## config.mk

```make
export PLATFORM = sky130hd
export DESIGN_NAME = oserdes_ddr
export DESIGN_NICKNAME = d
export VERILOG_FILES = /design/src/rtl/oserdes_ddr_pkg.sv /design/src/rtl/ddr_out_cell.sv /design/src/rtl/oserdes_ddr.sv
export SDC_FILE = /design/constraint.sdc
export NUM_CORES = 1
export LEC_CHECK = 0
export CAP_MARGIN = 20
export CELL_PAD_IN_SITES_DETAIL_PLACEMENT = 1
export CELL_PAD_IN_SITES_GLOBAL_PLACEMENT = 2
export CORE_MARGIN = 1
export CORE_UTILIZATION = 33
export CTS_CLUSTER_DIAMETER = 80
export DETAILED_ROUTE_END_ITERATION = 12
export HOLD_SLACK_MARGIN = 0.02
export PLACE_DENSITY = 0.78
export SKIP_CTS_REPAIR_TIMING = 1
export SLEW_MARGIN = 20
export SYNTH_ARGS = -nofsm -noshare
export SYNTH_HDL_FRONTEND = slang
export SYNTH_SLANG_ARGS = --single-unit
```

## constraint.sdc

```tcl
create_clock -name C -period 3.9 [get_ports C]
set_clock_uncertainty 0.2 [all_clocks]
set_input_delay 0.78 -clock C [delete_from_list [all_inputs] [get_ports C]]
set_output_delay 0.78 -clock C [all_outputs]
set_load 0.05 [all_outputs]
```

## src/rtl/oserdes_ddr_pkg.sv

```systemverilog
// rtl/oserdes_ddr_pkg.sv - parameter legality checks and counter width helpers for oserdes_ddr
package oserdes_ddr_pkg;

    // Width of the pair counter: holds 0..dw/2-1, never narrower than one bit.
    function automatic int pair_cnt_w(input int dw);
        return (dw / 2 < 2) ? 1 : $clog2(dw / 2);
    endfunction

    // Width of the bit-slip counter: holds 0..dw-1, never narrower than one bit.
    function automatic int slip_cnt_w(input int dw);
        return (dw < 2) ? 1 : $clog2(dw);
    endfunction

    // Word width must be even and 2..16; lane count 1..16.
    function automatic bit params_legal(input int dw, input int ch);
        return (dw % 2 == 0) && (dw >= 2) && (dw <= 16) && (ch >= 1) && (ch <= 16);
    endfunction

endpackage

```

## src/rtl/ddr_out_cell.sv

```systemverilog
// rtl/ddr_out_cell.sv - one DDR output lane: posedge pair register, negedge odd stage, clock-selected Q
module ddr_out_cell #(
    parameter logic INIT = 1'b0
) (
    input  logic c_i,
    input  logic rst_i,
    input  logic even_i,
    input  logic odd_i,
    output logic q_o
);

    logic pos_even_q;
    logic pos_odd_q;
    logic neg_odd_q;

    // Capture the next pair on posedge; reset parks both bits at the idle level.
    always_ff @(posedge c_i) begin
        if (rst_i) begin
            pos_even_q <= INIT;
            pos_odd_q  <= INIT;
        end else begin
            pos_even_q <= even_i;
            pos_odd_q  <= odd_i;
        end
    end

    // Retime the odd bit so it is stable for the whole low half of the clock.
    always_ff @(negedge c_i) begin
        neg_odd_q <= pos_odd_q;
    end

    assign q_o = c_i ? pos_even_q : neg_odd_q;

endmodule

```

## src/rtl/oserdes_ddr.sv

```systemverilog
// rtl/oserdes_ddr.sv - multi-lane DDR serializer; OSERDES_DDR_BITSLIP_EN adds the BITSLIP rotation input
module oserdes_ddr
    import oserdes_ddr_pkg::*;
#(
    parameter int   DATA_WIDTH = 8,
    parameter int   CHANNELS   = 1,
    parameter logic INIT       = 1'b0,
    parameter int   LSB_FIRST  = 1
) (
    input  logic                           C,
    input  logic                           R,
    input  logic                           S_VALID,
    output logic                           S_READY,
    input  logic [CHANNELS*DATA_WIDTH-1:0] S_DATA,
    output logic [CHANNELS-1:0]            Q,
    output logic                           UNDERRUN
`ifdef OSERDES_DDR_BITSLIP_EN
    ,
    input  logic                           BITSLIP
`endif
);

    localparam int                  PAIRS     = DATA_WIDTH / 2;
    localparam int                  CW        = pair_cnt_w(DATA_WIDTH);
    localparam logic [CW-1:0]       LAST_PAIR = CW'(PAIRS - 1);

    if (!params_legal(DATA_WIDTH, CHANNELS)) begin : g_bad_params
        $error("oserdes_ddr: DATA_WIDTH must be even 2..16 and CHANNELS 1..16");
    end

    logic [CHANNELS-1:0][DATA_WIDTH-1:0] sh_q, sh_d;
    logic [CHANNELS-1:0][DATA_WIDTH-1:0] load_word;
    logic [DATA_WIDTH-1:0]               lane_w;
    logic [DATA_WIDTH-1:0]               seq_w;
    logic [CW-1:0]                       cnt_q, cnt_d;
    logic                                busy_q, busy_d;   // shift register still holds unsent pairs
    logic                                emit_q, emit_d;   // output cells currently carry word data
    logic                                underrun_q, underrun_d;
    logic                                rdy_en_q;         // low for the reset cycles, high afterwards
    logic [CHANNELS-1:0]                 even_w, odd_w;
    logic                                accept;

`ifdef OSERDES_DDR_BITSLIP_EN
    localparam int                       SW = slip_cnt_w(DATA_WIDTH);
    logic [SW-1:0]                       slip_q;
    logic [2*DATA_WIDTH-1:0]             dbl_w;
`endif

    assign S_READY  = rdy_en_q & (~busy_q | (cnt_q == LAST_PAIR));
    assign accept   = S_VALID & S_READY;
    assign UNDERRUN = underrun_q;

    // Reorder each lane into emission order (bit 0 goes first) and apply the slip rotation.
    always_comb begin
        load_word = '0;
        lane_w    = '0;
        seq_w     = '0;
`ifdef OSERDES_DDR_BITSLIP_EN
        dbl_w     = '0;
`endif
        for (int l = 0; l < CHANNELS; l++) begin
            lane_w = S_DATA[l*DATA_WIDTH +: DATA_WIDTH];
            seq_w  = (LSB_FIRST != 0) ? lane_w : {<<{lane_w}};
`ifdef OSERDES_DDR_BITSLIP_EN
            dbl_w        = {seq_w, seq_w} << slip_q;
            load_word[l] = dbl_w[2*DATA_WIDTH-1 -: DATA_WIDTH];
`else
            load_word[l] = seq_w;
`endif
        end
    end

    // Pair sequencing: shift out two bits per cycle, reload on handshake, flag a dry word boundary.
    always_comb begin
        sh_d       = sh_q;
        cnt_d      = cnt_q;
        busy_d     = busy_q;
        emit_d     = busy_q;
        underrun_d = underrun_q | (emit_q & ~busy_q);
        even_w     = {CHANNELS{INIT}};
        odd_w      = {CHANNELS{INIT}};
        if (busy_q) begin
            for (int l = 0; l < CHANNELS; l++) begin
                even_w[l] = sh_q[l][0];
                odd_w[l]  = sh_q[l][1];
                sh_d[l]   = sh_q[l] >> 2;
            end
            cnt_d = cnt_q + 1'b1;
            if (cnt_q == LAST_PAIR) begin
                busy_d = 1'b0;
                cnt_d  = '0;
            end
        end
        if (accept) begin
            sh_d   = load_word;
            cnt_d  = '0;
            busy_d = 1'b1;
        end
    end

    // Sequencer state register with synchronous reset that drops any word in flight.
    always_ff @(posedge C) begin
        if (R) begin
            sh_q       <= '0;
            cnt_q      <= '0;
            busy_q     <= 1'b0;
            emit_q     <= 1'b0;
            underrun_q <= 1'b0;
            rdy_en_q   <= 1'b0;
        end else begin
            sh_q       <= sh_d;
            cnt_q      <= cnt_d;
            busy_q     <= busy_d;
            emit_q     <= emit_d;
            underrun_q <= underrun_d;
            rdy_en_q   <= 1'b1;
        end
    end

`ifdef OSERDES_DDR_BITSLIP_EN
    // Slip count advances once per BITSLIP cycle and wraps at the word width.
    always_ff @(posedge C) begin
        if (R) begin
            slip_q <= '0;
        end else if (BITSLIP) begin
            slip_q <= (slip_q == SW'(DATA_WIDTH - 1)) ? '0 : slip_q + 1'b1;
        end
    end
`endif

    for (genvar g = 0; g < CHANNELS; g++) begin : g_lane
        ddr_out_cell #(
            .INIT (INIT)
        ) u_cell (
            .c_i    (C),
            .rst_i  (R),
            .even_i (even_w[g]),
            .odd_i  (odd_w[g]),
            .q_o    (Q[g])
        );
    end

endmodule

```

==> run metrics, run 1 <==
DRC viols=0; unrepaired setup endpoints after global routing=true; fraction of final layout cells with drive strength greater than 1=31.8%; length of the first detailed-routing pass in iterations=2; Critical Path Max Stage Delay=0.29 ns; antenna violations before repair=0; list of cells traversed by the critical path=mux2_4, buf_6; data arrival time of the critical path=3.12 ns; Worst Path Buf+Inv=1; # fillers=234; detailed-route vias per instance=4.87; status=finished with violations; fraction of synthesized cell area in xor and xnor cells=0%; most area-consuming cells after synthesis=sky130_fd_sc_hd__dfxtp_1 (46%), sky130_fd_sc_hd__a211oi_2 (10%), sky130_fd_sc_hd__mux2i_1 (9.5%); total number of vias=545; clock-pin transition on the worst setup and hold timing paths=0.10 ns; vias in the first global route=574; routed wire length=1520 um; Diodes inserted=0; dominant combinational cell family by area after synthesis=simple AND/OR/NAND/NOR gates; ranking of synthesized cells by instance count=sky130_fd_sc_hd__dfxtp_1 (17), sky130_fd_sc_hd__mux2i_1 (7), sky130_fd_sc_hd__a211oi_2 (6), sky130_fd_sc_hd__nor3_2 (6), sky130_fd_sc_hd__a21oi_1 (5); class of the tightest hold or removal check=reg2reg; Port Buffers=13; Avg Synthesized Cell Area=11.0 sq um; global-route wire length before repair=2490 um; number of distinct library cell variants in the gate-level netlist after synthesis=21; number of enable-type register cells in the synthesized netlist=0; floorplan die height=49.2 um; CTS tree=yes; PnR Total Power=394 uW; Worst-Skew Late Latency=0.40 ns; routed length per placed instance=13.6 um; area of the core region=2020 sq um; number of placed I/O pins=14; Most used DFF post-synth=sky130_fd_sc_hd__dfxtp_1; Post-synth ARST share=0%; final hold vios=0; DRT iter0 DRCs=1; net count after synthesis=79; share of the synthesized area in the top cell type=46.3%; startpoint kind of the worst setup timing path=register; sequential-to-total area share from yosys stat=46.3%; violations in the final reports=setup timing; Antenna Nets Post-Route=0; adder-cell share of the synthesized area=1.70%; Die Footprint=2420 sq um; category of the worst setup path capture point=output pin; Horiz. Die Dim=49.2 um; Post-Syn Instances=67; max-slew violation total from the final report=0; most common cell in the synthesized netlist=sky130_fd_sc_hd__dfxtp_1; Worst path top cell family by delay=flip-flops; number of flip-flops and latches in the synthesized netlist=17; Register Area=340 sq um; required time of the critical path=2.92 ns; post-detailed-placement half-perimeter wirelength=1090 um; critical path type=reg2out; normalized max-slew margin=55.4%; final weighted congestion in routability-driven placement=0.661; Min Hold Slack=0.284 ns; worst setup slack after layout=-0.201 ns; master of the slowest instance on the critical path=sky130_fd_sc_hd__dfxtp_1; area fraction in and, or, nand and nor cells after synthesis=22.1%; area delta synth->final=27.0%; top fanout value on the critical path=1; total area of multi-input combinational cells=360 sq um; slew at the pin closest to its max-slew limit=0.666 ns; maximum number of pins on one net before global-route repair=15; global route total overflow=0; Max-cap violations=0; largest area contributor in the synthesized netlist=sky130_fd_sc_hd__dfxtp_1; share of the synthesized area in compound gates (AO/OA/AOI/OAI)=13.6%; placement row count=16; IR Drop Worst-Case VDD=0.213 mV; YS warnings=0; number of failing setup endpoints in the final timing report=1; Initial Utilization=36.4%; netlist area before placement=736 sq um; # nets final=98; fraction of synthesized area in multiplexers=11.1%; ratio of total power to cell area=422 nW/um^2; leakage dissipation=0.358 nW; GRT Total Usage=15.0%
[routing by layer]
metal / vias up / share of wire [%] / routed length (um) / track usage (%)
met5: - / 0 / 0 / 0
met4: 0 / 0.92 / 14 / 10.8
met3: 2 / 4.0 / 61 / 7.17
met2: 11 / 48 / 722 / 21.7
met1: 255 / 47 / 721 / 17.0
li1: 277 / - / - / -
[flip-flops by register name, indices dropped and copies added, names as in the netlist]
signal / cells
emit_q: 1
cnt_q: 2
sh_q: 8
UNDERRUN: 1
rdy_en_q: 1
g_lane.u_cell.pos_odd_q: 1
busy_q: 1
g_lane.u_cell.neg_odd_q: 1
g_lane.u_cell.pos_even_q: 1
[power by group]
group	total (mW)	switching [mW]	internal [mW]
Combinational	0.0553	0.0297	0.0256
Clock	0.151	0.0733	0.0782
Sequential	0.188	0.00477	0.183
[cells in the final DEF, fill, tap and decap left out, drive strengths merged, types with 2 or more instances in the layout]
| cell type | count |
|---|---|
| and2 | 2 |
| inv | 3 |
| buf | 2 |
| nor2 | 3 |
| clkdlybuf4s50 | 12 |
| a211oi | 6 |
| nand2 | 2 |
| nor3 | 8 |
| mux2i | 7 |
| a21oi | 5 |
| nand3 | 4 |
| clkbuf | 6 |
| and3 | 2 |
| dfxtp | 17 |
[path summary, 6_finish.rpt]
path / startpoint / endpoint / slack (ns) / depth (start not counted)
hold / removal: emit_q / UNDERRUN / 0.28 / 2
hold reg to reg: emit_q / UNDERRUN / 0.28 / 2
setup / recovery: g_lane[0].u_cell.neg_odd_q / Q / -0.20 / 2
setup reg to reg: g_lane[0].u_cell.pos_odd_q / g_lane[0].u_cell.neg_odd_q / 1.40 / 0
[final cells by class]
| type | count | area share [%] |
|---|---|---|
| tap | 27 | 3.61 |
| clock inverter | 2 | 0.937 |
| clock buffer | 7 | 6.02 |
| multi-input combinational | 44 | 38.6 |
| sequential | 17 | 36.4 |
| inverter | 2 | 0.803 |
| timing repair buffer | 13 | 13.7 |
[per-stage QoR]
step / utilization (%) / TNS, ns / area, sq um / worst slack (ns) / instances
global placement: 43.5 / -0.257 / 880 / -0.257 / 105
finish: 46.2 / -0.201 / 935 / -0.201 / 112
global route: 46.2 / -0.254 / 935 / -0.254 / 112
detailed placement: 43.5 / -0.262 / 880 / -0.262 / 105
floorplan: - / 0 / 736 / 0.224 / 67
CTS: 46.0 / -0.796 / 930 / -0.796 / 112
[kinds of logic (layout without fill, tap and decap cells)]
group | after synthesis | count (layout)
compound gates | 11 | 11
mux | 8 | 8
fa+ha+maj | 1 | 1
simple gates | 24 | 24
flops | 17 | 17
buf+inv | 6 | 24
(Power assumes the default switching activity.)
==> run 2: changes to the inputs <==
--- a/config.mk
+++ b/config.mk
@@ -14,7 +14,6 @@
 export DETAILED_ROUTE_END_ITERATION = 12
 export HOLD_SLACK_MARGIN = 0.02
 export PLACE_DENSITY = 0.78
-export SKIP_CTS_REPAIR_TIMING = 1
 export SLEW_MARGIN = 20
 export SYNTH_ARGS = -nofsm -noshare
 export SYNTH_HDL_FRONTEND = slang
==> run 2 against run 1 <==
  * The run still ends with setup timing left
  * Die area stayed put
  * Setup slack about the same
  * Non-clock buffer count is the same
  * Combinational power about the same
  * Final area unchanged
  * Critical path depth unchanged
  * Worst hold slack unchanged
  * Global-route usage decreased by 0.065 points
  * Critical path type unchanged
  * Critical endpoint unchanged
==> run metrics, run 2 (synthesized netlist as in run 1, its figures left out) <==
status=finished with violations; violations in the final reports=setup timing; Max-cap violations=0 (unchanged); global-route wire length before repair=2480 um (-0.52%); CTS Hold Buffers Added=0; normalized max-slew margin=55.4% (unchanged); switching portion of total power=27.3% (about the same); detailed-route vias per instance=4.87 (unchanged); length of the first detailed-routing pass in iterations=2 (unchanged); Die Footprint=2420 sq um (unchanged); leakage dissipation=0.358 nW (unchanged); startpoint kind of the worst setup timing path=register; fraction of final layout cells with drive strength greater than 1=31.8% (unchanged); floorplan die height=49.2 um (unchanged); placed inst area=880 sq um (unchanged); clock-pin transition on the worst setup and hold timing paths=0.10 ns (about the same); Diodes inserted=0 (unchanged); global route total overflow=0 (unchanged); DRC viols=0 (unchanged); Antenna Nets Post-Route=0 (unchanged); final hold vios=0 (unchanged); share of total power in sequential cells=47.6% (about the same); Worst-Skew Late Latency=0.40 ns (about the same); unrepaired setup endpoints after global routing=true; critical path type=reg2out; top fanout value on the critical path=1 (unchanged); Horiz. Die Dim=49.2 um (unchanged); data arrival time of the critical path=3.12 ns (about the same); Port Buffers=13 (unchanged); fin area=935 sq um (unchanged); DRT iter0 DRCs=1 (unchanged); area delta synth->final=27.0% (unchanged); max-slew violation total from the final report=0 (unchanged); routed length per placed instance=13.6 um (unchanged); routed wire length=1520 um (unchanged); vias in the first global route=569 (-0.87%); part of the total power dissipated in combinational logic=14.0% (about the same); worst setup slack after layout=-0.201 ns (-0.000214 ns); design internal power=287 uW (unchanged); maximum number of pins on one net before global-route repair=15 (unchanged); max FFs per register=8 (unchanged); placement row count=16 (unchanged); Initial Utilization=36.4% (unchanged); CTS tree=yes; slew at the pin closest to its max-slew limit=0.666 ns (unchanged); net switching power=108 uW (about the same); class of the tightest hold or removal check=reg2reg; leading cell types in the layout, fill and taps excluded=sky130_fd_sc_hd__dfxtp_1 (17), sky130_fd_sc_hd__clkdlybuf4s50_1 (12), sky130_fd_sc_hd__mux2i_1 (7); worst slack after detailed placement=-0.262 ns (unchanged); most flop-heavy register=sh_q; IR Drop Worst-Case VDD=0.213 mV (about the same); antenna violations before repair=0 (unchanged); required time of the critical path=2.92 ns (about the same); area of the core region=2020 sq um (unchanged); final weighted congestion in routability-driven placement=0.661 (unchanged); category of the worst setup path capture point=output pin; # nets final=98 (unchanged); Clock power frac=38.4% (about the same); post-detailed-placement half-perimeter wirelength=1090 um (unchanged); GRT Total Usage=14.9% (-0.065 points); ratio of total power to cell area=422 nW/um^2 (about the same); total number of vias=545 (unchanged); number of placed I/O pins=14 (unchanged); largest registers=sh_q: 8 flops, cnt_q: 2 flops; commonest non-fill, non-tap cell in the layout=sky130_fd_sc_hd__dfxtp_1; number of failing setup endpoints in the final timing report=1 (unchanged)
==> run 2: metrics by stage <==
| step | util [%] | hold slack (ns) | std cells | TNS, ns | power, mW |
|---|---|---|---|---|---|
| 4_1_cts | 46.2 | 0.293 | 112 | -0.227 | 0.404 |
| 2_1_floorplan | - | 0.238 | 67 | 0 | 0.236 |
| 3_3_place_gp | 43.5 | 0.255 | 105 | -0.257 | 0.255 |
| 3_5_place_dp | 43.5 | 0.266 | 105 | -0.262 | 0.256 |
| 5_1_grt | 46.2 | 0.326 | 112 | -0.253 | 0.419 |
| 6_report | 46.2 | 0.284 | 112 | -0.201 | 0.394 |
==> run 2: critical path, cell delays in order (launching register included) <==
cell and delay, ns:
sky130_fd_sc_hd__dfxtp_1 0.29, sky130_fd_sc_hd__mux2_4 0.26, sky130_fd_sc_hd__buf_6 0.15
==> run 2: power by group through the flow <==
stage	clock network [mW]	logic (mW)	registers [mW]
3_3_place_gp	0.00830	0.0548	0.191
5_1_grt	0.169	0.0603	0.189
6_report	0.151	0.0553	0.188
3_5_place_dp	0.00830	0.0561	0.192
4_1_cts	0.160	0.0563	0.188
2_1_floorplan	0.00752	0.0358	0.192
==> run 2: routing by layer <==
metal	track usage [%]	share of wire, %	vias to the layer above
li1	-	-	277
met1	17.0	48	255
met2	21.7	48	11
met3	6.85	3.9	2
met4	10.8	0.92	0
met5	0	0	-
==> run 2: path summary, 6_finish.rpt <==
check | start | endpoint | slack [ns] | depth (start not counted)
setup / recovery | g_lane[0].u_cell.neg_odd_q | Q | -0.20 | 2
hold / removal | emit_q | UNDERRUN | 0.28 | 2
setup reg to reg | g_lane[0].u_cell.pos_odd_q | g_lane[0].u_cell.neg_odd_q | 1.40 | 0
hold reg to reg | emit_q | UNDERRUN | 0.28 | 2
==> run 2: layout make-up <==
cell class                      count  area [sq um]
Sequential cell                    17           340
Tap cell                           27          33.8
Multi-Input combinational cell     44           360
Clock inverter                      2          8.76
Inverter                            2          7.51
Clock buffer                        7          56.3
Fill cell                         234          1090
Timing Repair Buffer               13           128
==> run 2: what timing repair did <==
| item | in CTS | in global routing |
|---|---|---|
| resized for setup | 8 | 0 |
| endpoints found under the setup margin | 1 | 1 |
| hold endpoints to repair | 0 | 0 |
| pin swaps | 0 | 0 |
| buffers inserted | 0 | 0 |
| cloned | 0 | 0 |
==> run 3: changes to the inputs <==
--- a/config.mk
+++ b/config.mk
@@ -8,7 +8,6 @@
 export CAP_MARGIN = 20
 export CELL_PAD_IN_SITES_DETAIL_PLACEMENT = 1
 export CELL_PAD_IN_SITES_GLOBAL_PLACEMENT = 2
-export CORE_MARGIN = 1
 export CORE_UTILIZATION = 33
 export CTS_CLUSTER_DIAMETER = 80
 export DETAILED_ROUTE_END_ITERATION = 12
==> results of run 3 <==
The final DEF is identical to that of run 2; final timing and power are the same.
